--- config.mk ---
export PLATFORM = sky130hd
export DESIGN_NAME = bus_arbiter_flat
export DESIGN_NICKNAME = d
export VERILOG_FILES = /design/src/rtl/bus_arbiter_if.sv /design/src/rtl/bus_arbiter.sv /design/src/flat_wrapper.sv
export SDC_FILE = /design/constraint.sdc
export NUM_CORES = 1
export LEC_CHECK = 0
export CORE_AREA = 2 2 117 119
export CTS_BUF_LIST = sky130_fd_sc_hd__clkbuf_8
export DETAILED_ROUTE_END_ITERATION = 6
export DIE_AREA = 0 0 119 121
export GPL_ROUTABILITY_DRIVEN = 0
export HOLD_SLACK_MARGIN = 0.15
export MAX_ROUTING_LAYER = met4
export PLACE_DENSITY_LB_ADDON = 0.15
export SYNTH_ARGS = -nofsm -noshare
export SYNTH_HDL_FRONTEND = slang
export SYNTH_SLANG_ARGS = --single-unit
--- constraint.sdc ---
create_clock -name clk -period 4.7 [get_ports clk]
set_clock_uncertainty 0.2 [all_clocks]
set_input_delay 0.705 -clock clk [delete_from_list [all_inputs] [get_ports clk]]
set_output_delay 0.705 -clock clk [all_outputs]
set_load 0.005 [all_outputs]
--- src/rtl/bus_arbiter_if.sv ---
// bus_arbiter_if: two-master request/grant bus plus the shared bus-side signals.
interface bus_arbiter_if #(parameter int AW = 32, parameter int DW = 32);
  logic          m0_req, m1_req;
  logic [AW-1:0] m0_addr, m1_addr;
  logic          m0_read, m1_read;
  logic          m0_write, m1_write;
  logic [DW-1:0] m0_wdata, m1_wdata;
  logic          m0_gnt, m1_gnt;
  logic          m0_ack, m1_ack;
  logic [DW-1:0] m0_rdata, m1_rdata;
  logic [AW-1:0] addr_bus;
  logic          m_read, m_write;
  logic [DW-1:0] d_t_mem, d_f_mem;
  logic          conflict;
  modport slave (
    input  m0_req, m0_addr, m0_read, m0_write, m0_wdata,
    input  m1_req, m1_addr, m1_read, m1_write, m1_wdata, d_f_mem,
    output m0_gnt, m0_ack, m0_rdata, m1_gnt, m1_ack, m1_rdata,
    output addr_bus, m_read, m_write, d_t_mem, conflict
  );
  modport master (
    output m0_req, m0_addr, m0_read, m0_write, m0_wdata,
    output m1_req, m1_addr, m1_read, m1_write, m1_wdata, d_f_mem,
    input  m0_gnt, m0_ack, m0_rdata, m1_gnt, m1_ack, m1_rdata,
    input  addr_bus, m_read, m_write, d_t_mem, conflict
  );
endinterface

--- src/rtl/bus_arbiter.sv ---
// bus_arbiter: round-robin two-master arbiter with bounded hold and a shared bus mux.
module bus_arbiter #(
  parameter int AW = 32,
  parameter int DW = 32,
  parameter int MAX_HOLD = 8
) (
  input logic clk,
  input logic rst,
  bus_arbiter_if.slave bus
);
  typedef enum logic [1:0] {IDLE, OWN0, OWN1} state_t;
  localparam logic [7:0] HOLD = 8'(MAX_HOLD);
  state_t state, next;
  logic last, conflict_q, sel0, sel1, ack0, ack1, done;
  logic [7:0] cnt;
  logic [AW-1:0] addr;
  logic [DW-1:0] wdata;
  always_comb begin
    sel0 = state == OWN0 && bus.m0_req;
    sel1 = state == OWN1 && bus.m1_req;
    ack0 = sel0 && (bus.m0_read || bus.m0_write);
    ack1 = sel1 && (bus.m1_read || bus.m1_write);
    // hold expires on the ack that reaches the limit, or once already saturated
    done = cnt == HOLD || ((ack0 || ack1) && cnt == HOLD - 8'd1);
    next = state;
    case (state)
      IDLE: next = (bus.m0_req && bus.m1_req) ? (last ? OWN0 : OWN1) :
                   bus.m0_req ? OWN0 : bus.m1_req ? OWN1 : IDLE;
      OWN0: next = !bus.m0_req ? (bus.m1_req ? OWN1 : IDLE) :
                   (bus.m1_req && done) ? OWN1 : OWN0;
      OWN1: next = !bus.m1_req ? (bus.m0_req ? OWN0 : IDLE) :
                   (bus.m0_req && done) ? OWN0 : OWN1;
      default: next = IDLE;
    endcase
    addr = sel0 ? bus.m0_addr : sel1 ? bus.m1_addr : '0;
    wdata = sel0 ? bus.m0_wdata : sel1 ? bus.m1_wdata : '0;
  end
  always_ff @(posedge clk or posedge rst)
    if (rst) begin
      state <= IDLE;
      last <= 1'b1;
      cnt <= '0;
      conflict_q <= 1'b0;
    end else begin
      state <= next;
      if (next != state) cnt <= '0;
      else if ((ack0 || ack1) && cnt != HOLD) cnt <= cnt + 8'd1;
      if (state == OWN0 && next != OWN0) last <= 1'b0;
      else if (state == OWN1 && next != OWN1) last <= 1'b1;
      conflict_q <= conflict_q | (sel0 && bus.m0_read && bus.m0_write) |
                    (sel1 && bus.m1_read && bus.m1_write);
    end
  assign bus.m0_gnt = state == OWN0;
  assign bus.m1_gnt = state == OWN1;
  assign bus.m0_ack = ack0;
  assign bus.m1_ack = ack1;
  assign bus.m0_rdata = (ack0 && bus.m0_read) ? bus.d_f_mem : '0;
  assign bus.m1_rdata = (ack1 && bus.m1_read) ? bus.d_f_mem : '0;
  assign bus.addr_bus = addr;
  assign bus.d_t_mem = wdata;
  assign bus.m_write = (sel0 && bus.m0_write) || (sel1 && bus.m1_write);
  assign bus.m_read = (sel0 && bus.m0_read && !bus.m0_write) ||
                      (sel1 && bus.m1_read && !bus.m1_write);
  assign bus.conflict = conflict_q;
endmodule

--- src/flat_wrapper.sv ---
// flat-port wrapper written by rule: the top's interface ports become plain ports
module bus_arbiter_flat 
#(
  parameter int AW = 32,
  parameter int DW = 32,
  parameter int MAX_HOLD = 8
)
  (clk, rst, bus_m0_req, bus_m0_addr, bus_m0_read, bus_m0_write, bus_m0_wdata, bus_m1_req, bus_m1_addr, bus_m1_read, bus_m1_write, bus_m1_wdata, bus_d_f_mem, bus_m0_gnt, bus_m0_ack, bus_m0_rdata, bus_m1_gnt, bus_m1_ack, bus_m1_rdata, bus_addr_bus, bus_m_read, bus_m_write, bus_d_t_mem, bus_conflict);
  bus_arbiter_if #(.AW(AW), .DW(DW)) bus_i ();
  input logic clk;
  input logic rst;
  input wire logic [$bits(bus_i.m0_req)-1:0] bus_m0_req;
  input wire logic [$bits(bus_i.m0_addr)-1:0] bus_m0_addr;
  input wire logic [$bits(bus_i.m0_read)-1:0] bus_m0_read;
  input wire logic [$bits(bus_i.m0_write)-1:0] bus_m0_write;
  input wire logic [$bits(bus_i.m0_wdata)-1:0] bus_m0_wdata;
  input wire logic [$bits(bus_i.m1_req)-1:0] bus_m1_req;
  input wire logic [$bits(bus_i.m1_addr)-1:0] bus_m1_addr;
  input wire logic [$bits(bus_i.m1_read)-1:0] bus_m1_read;
  input wire logic [$bits(bus_i.m1_write)-1:0] bus_m1_write;
  input wire logic [$bits(bus_i.m1_wdata)-1:0] bus_m1_wdata;
  input wire logic [$bits(bus_i.d_f_mem)-1:0] bus_d_f_mem;
  output wire logic [$bits(bus_i.m0_gnt)-1:0] bus_m0_gnt;
  output wire logic [$bits(bus_i.m0_ack)-1:0] bus_m0_ack;
  output wire logic [$bits(bus_i.m0_rdata)-1:0] bus_m0_rdata;
  output wire logic [$bits(bus_i.m1_gnt)-1:0] bus_m1_gnt;
  output wire logic [$bits(bus_i.m1_ack)-1:0] bus_m1_ack;
  output wire logic [$bits(bus_i.m1_rdata)-1:0] bus_m1_rdata;
  output wire logic [$bits(bus_i.addr_bus)-1:0] bus_addr_bus;
  output wire logic [$bits(bus_i.m_read)-1:0] bus_m_read;
  output wire logic [$bits(bus_i.m_write)-1:0] bus_m_write;
  output wire logic [$bits(bus_i.d_t_mem)-1:0] bus_d_t_mem;
  output wire logic [$bits(bus_i.conflict)-1:0] bus_conflict;
  assign bus_i.m0_req = bus_m0_req;
  assign bus_i.m0_addr = bus_m0_addr;
  assign bus_i.m0_read = bus_m0_read;
  assign bus_i.m0_write = bus_m0_write;
  assign bus_i.m0_wdata = bus_m0_wdata;
  assign bus_i.m1_req = bus_m1_req;
  assign bus_i.m1_addr = bus_m1_addr;
  assign bus_i.m1_read = bus_m1_read;
  assign bus_i.m1_write = bus_m1_write;
  assign bus_i.m1_wdata = bus_m1_wdata;
  assign bus_i.d_f_mem = bus_d_f_mem;
  assign bus_m0_gnt = bus_i.m0_gnt;
  assign bus_m0_ack = bus_i.m0_ack;
  assign bus_m0_rdata = bus_i.m0_rdata;
  assign bus_m1_gnt = bus_i.m1_gnt;
  assign bus_m1_ack = bus_i.m1_ack;
  assign bus_m1_rdata = bus_i.m1_rdata;
  assign bus_addr_bus = bus_i.addr_bus;
  assign bus_m_read = bus_i.m_read;
  assign bus_m_write = bus_i.m_write;
  assign bus_d_t_mem = bus_i.d_t_mem;
  assign bus_conflict = bus_i.conflict;
  bus_arbiter #(.AW(AW), .DW(DW), .MAX_HOLD(MAX_HOLD)) u_core (.clk(clk), .rst(rst), .bus(bus_i));
endmodule
==> reports/metrics.cfg, run 1 <==
[die]
rows=42
die-height_um=121
initial_core_util=0.151
core_um2=13100
fp.dieW_um=119
pin_count=303
die_area_um2=14400

[timing]
max_slew_margin=0.337
rsz0062_at_grt=no
setup_violations=0
clock.fmax_mhz=259
tightest_slew_ns=0.991
worst_slack_ns=0.836
hold_violations=0
finalCritPeriodShare=0.822
slew_viol_final=0
setup-tns-final_ns=0
fin_crit_ns=3.86

[power_and_ir_drop]
combPwrFrac=0.655
p_switching_uw=206
switching_share=0.300
pwr-share-seq=0.177
p_total_uw=686
ir_worst_vdd_uv=90.9
p_per_area_nw_per_um2=132
clkPwrFrac=0.169
leakage_uw=0.00214
p_int_uw=481

[synth]
ys_warn_count=0
syn_avg_cell_area_um2=7.72
async_flop_share=1.00
synthTopCellsByArea=a22o_1 (29%), and3_1 (21%), dfrtp_1 (14%)
synth-edff-count=0
ys_seq_area_frac=0.153
synthesis.nets=426
synth_cell_types=39
yosysTopAreaCell=a22o_1
syn_inst=256
synth-seq-cells=12
netlist_area_um2=1980
synthFlopType=dfrtp_1
synth_top_area_share=0.288

[worst_setup_path]
crit_path_start=bus_m0_req
cp_max_fo=44
crit_path_frequent_cell=clkdlybuf4s50_1
cpPeakStageDelay_ns=0.73
crit_chain=clkdlybuf4s50_1 -> and2_4 -> buf_12 -> and3_1 -> clkdlybuf4s50_1
reg2reg_from=u_core.cnt[4]
start_kind=input port
worst_path_max_delay_cell=clkdlybuf4s50_1
reg2reg_slack_ns=2.59
end_kind=output port
critPathCapture=bus_m0_rdata[6]
r2r_cells=4
crit_arrival_ns=2.96
timing.rr.end=u_core.cnt[0]
path_class=input port to output port
crit_required_ns=3.80

[grt]
overflow=0
grt_pass1_wl_um=18900
grt_pass1_vias=3227
grtUsageTotal=0.169
grt_max_degree=65
antenna_found_initial=1

[cells_and_area]
drive_gt1_frac=0.0300
stdcell_count=710
area_growth_syn_to_layout_pct=162
fin_util=0.396
nets=704

[clocking]
clock_latency_ns=0.25
cts.clk_slew.worst_paths_ns=0.06
clockRootBuffer=clkbuf_8
cts_made_buffers=3
cts_setup_buffers=0
cts_sinks=12
cts_htree_levels=1
post_cts_resized=0
postCtsHoldBufs=0
cts_tree=built
cts_max_path_buffers=2

[placement]
port_buffers=302
placed_cells=705
dpl.hpwl_um=10500
pre_cts_slack_ns=0.819

[min_path]
hp-start=u_core.bus.conflict
min_path_cells=2
holdCritPathClass=register to register

[drt]
avgRoutedWirePerCell_um=18.1
drt_iter0_drc=152
vias=3271
antenna_left=0
drt-total-wl_um=12900
via_per_inst=4.61
post-route-drc-count=0
first_pass_iters=4

[run_status]
outcome=finished, final reports clean

[run]
cap_violations=0

[logic make-up (layout without fill, tap and decap cells)]
logic type / after synthesis / count (layout) / share of synthesized area
AOI/OAI and AO/OA: 97 / 97 / 0.405
xor gates and xnor gates: 1 / 1 / 0.00443
adders and majority gates: 2 / 2 / 0.0127
buffers and inverters: 37 / 314 / 0.0829
DFF: 12 / 12 / 0.153
other: 0 / 1 / 0
and+or+nand+nor: 107 / 107 / 0.342
[synth_stat cells (2+ instances only)]
cell and n:
nand4_1 2, a22oi_1 8, and2_1 4, a22o_1 65, clkbuf_1 16, inv_1 5
nand3b_4 2, nor2_1 4, o22ai_1 2, buf_1 7, or4_1 3, a211oi_1 5
o21ai_0 7, nand3_1 9, ha_1 2, buf_4 3, and3_1 65, or3_1 2
dfrtp_1 11, nand2_1 8, nand4b_1 2, buf_2 5, o31ai_1 3
[sequential cells by signal, indices dropped and copies added, names as in the netlist]
name and count:
u_core.cnt 8, u_core.state 2, u_core.bus.conflict 1, u_core.last 1
[cell type report]
class / count / area, um2
repair buffers: 305 / 3070
well taps: 176 / 220
fillers: 1301 / 7900
clock buffers: 4 / 55.1
multi-input cells: 207 / 1520
inverters: 5 / 18.8
flip-flops and latches: 12 / 302
diodes: 1 / 2.50
[critical path, delay by kind of cell]
kind          cells  cell delay [ns]
buf+inv           3             1.50
simple gates      2             0.72
[metrics by stage]
stage | hold slack, ns | instance area [um2]
2_1_floorplan | 0.263 | 1980
3_3_place_gp | 0.268 | 5130
3_5_place_dp | 0.260 | 5130
4_1_cts | 0.283 | 5180
5_1_grt | 0.312 | 5180
6_report | 0.277 | 5180
[metal layers]
layer / wire, um / track usage
met5: 0 / -
met3: 1010 / 0.0367
met4: 166 / 0.0260
met1: 5060 / 0.197
met2: 6650 / 0.303
[power by group through the flow]
stage	registers (uW)	logic [uW]	clock network [uW]
after floorplan	116	153	0
after global placement	123	450	0
after detailed placement	123	452	0
after CTS	121	454	119
after global routing	122	483	124
final	121	449	116
[worst min-delay path by stage]
| stage | end | slack [ns] |
|---|---|---|
| after floorplan | u_core.bus.conflict | 0.26 |
| after global routing | u_core.bus.conflict | 0.31 |
| final | u_core.bus.conflict | 0.28 |
| after detailed placement | u_core.bus.conflict | 0.26 |
| after global placement | u_core.bus.conflict | 0.27 |
| after CTS | u_core.bus.conflict | 0.28 |
[layout by cell type, fill, tap and decap left out, types with 3 or more instances in the layout]
master	instances
or4_1	3
a22oi_1	8
o21ai_0	7
nand3_1	9
nand2_1	8
a211oi_1	5
o31ai_1	3
dfrtp_1	11
clkbuf_8	4
clkdlybuf4s50_1	302
and3_1	65
inv_1	5
a22o_1	65
nor2_1	4
(Power assumes the default switching activity.)
==> run 2, diff against run 1 <==
Settings changed: CORE_AREA 2 2 117 119 to 2 2 116 118, DIE_AREA 0 0 119 121 to 0 0 118 120.
Clock period 4.7 ns to 3.1 ns, I/O delays scaled along.
==> run 2 against run 1 <==
  * Final area up 1.8%
  * Utilization up 1.1 points
  * Setup slack worse by 0.58 ns
  * Clock power up 26%
  * Global-route usage up 1.5 points
  * Die area down 1.7%
  * Largest power group unchanged
==> reports/metrics.cfg, run 2 (synthesized netlist as in run 1, its figures left out) <==
[grt]
grtUsageTotal=0.184
antenna_found_initial=5
grt_pass1_wl_um=20000
overflow=0
grt_pass1_vias=3345
grt_max_degree=68

[die]
rows=42
initial_core_util=0.152
core_um2=13000
pin_count=303
fp.dieW_um=118
die-height_um=120
die_area_um2=14200

[run]
cap_violations=0

[clocking]
clockRootBuffer=clkbuf_8
cts_sinks=12
cts_htree_levels=1
cts_tree=built
post_cts_resized=0
cts.clk_slew.worst_paths_ns=0.05
postCtsHoldBufs=0
clock_latency_ns=0.24
cts_max_path_buffers=2
cts_made_buffers=3
cts_setup_buffers=0

[worst_setup_path]
worst_path_max_delay_cell=clkdlybuf4s50_1
end_kind=output port
cpPeakStageDelay_ns=0.53
crit_chain=clkdlybuf4s50_1 -> and2_2 -> buf_12 -> a22o_1 -> clkdlybuf4s50_1
crit_arrival_ns=2.18
path_class=input port to output port
cp_max_fo=67
start_kind=input port
crit_path_frequent_cell=clkdlybuf4s50_1
crit_required_ns=2.43

[placement]
pre_cts_slack_ns=0.264
port_buffers=302
dpl.hpwl_um=11100

[timing]
rsz0062_at_grt=no
tightest_slew_ns=0.521
max_slew_margin=0.649
worst_slack_ns=0.257
fin_crit_ns=2.84
slew_viol_final=0
setup-tns-final_ns=0
setup_violations=0
clock.fmax_mhz=352
hold_violations=0
finalCritPeriodShare=0.917

[cells_and_area]
largest_register=u_core.cnt
multi_input_area_um2=1510
final_common_cell=clkdlybuf4s50_1
top_regs=u_core.cnt (8), u_core.state (2)
fin_util=0.407
area_growth_syn_to_layout_pct=167
final_cell_mix=clkdlybuf4s50_1 (302), and3_1 (65), a22o_1 (65), dfrtp_1 (11), nand3_1 (9)
drive_gt1_frac=0.0425
seq_area_um2=302
largest_reg_flops=8
nets=712
n_fill_cell=1322

[drt]
post-route-drc-count=0
drt_iter0_drc=168
antenna_left=0
vias=3381
avgRoutedWirePerCell_um=18.7
via_per_inst=4.68
first_pass_iters=4
drt-total-wl_um=13500

[min_path]
holdCritPathClass=register to register

[power_and_ir_drop]
p_per_area_nw_per_um2=196
leakage_uw=0.00218
ir_worst_vdd_uv=90.7

[run_status]
outcome=finished, final reports clean

run 2: cell types whose count changed in the layout (fill, tap and decap cells not counted):
cell	delta
and2_2	+2
clkbuf_8	-1
diode_2	+4
buf_12	+3
buf_4	+5
and2_4	-2
inv_1	+1
run 2: path summary, 6_finish.rpt:
kind / startpoint / to / slack, ns / cells past startpoint
max in group asynchronous: rst / u_core.last / 1.99 / 2
min: u_core.bus.conflict / u_core.bus.conflict / 0.30 / 2
min in group asynchronous: rst / u_core.cnt[2] / 0.35 / 2
max: bus_m0_req / bus_d_t_mem[31] / 0.26 / 5
min reg2reg: u_core.bus.conflict / u_core.bus.conflict / 0.30 / 2
max reg2reg: u_core.cnt[4] / u_core.cnt[6] / 1.04 / 4
run 2: power breakdown:
| group | switching, uW | leakage [uW] | internal [uW] |
|---|---|---|---|
| clock network | 58.8 | 0.0000269 | 87.2 |
| registers | 8.85 | 0.000156 | 168 |
| logic | 246 | 0.00200 | 465 |
| total | 314 | 0.00218 | 720 |
run 2: stage by stage:
step                      std cells  hold WS, ns  power, uW  instance area [um2]
after CTS                       717        0.328       1040                 5270
final                           722        0.301       1030                 5280
after floorplan                 256        0.129        409                 1980
after global routing            722        0.369       1100                 5280
after global placement          713        0.290        891                 5220
after detailed placement        713        0.316        894                 5220
run 2: critical path: cells and delay by family:
family          cells  cell delay (ns)
buf+inv             3             1.28
compound gates      1             0.19
simple gates        1             0.20
run 2: area by class of cell:
type | count | share of cell area
clock buffer | 3 | 0.00782
clock inverter | 1 | 0.000711
sequential | 12 | 0.0571
antenna | 5 | 0.00237
multi-input combinational | 207 | 0.287
tap | 176 | 0.0417
timing repair buffer | 313 | 0.600
inverter | 5 | 0.00355
run 2: routing by layer:
layer  vias to the layer above  wire length, um  GRT usage
met3                        17             1410     0.0670
met5                         -                0          -
met4                         0              195     0.0331
li1                       1608                -          -
met1                      1560             5530      0.221
met2                       196             6400      0.300
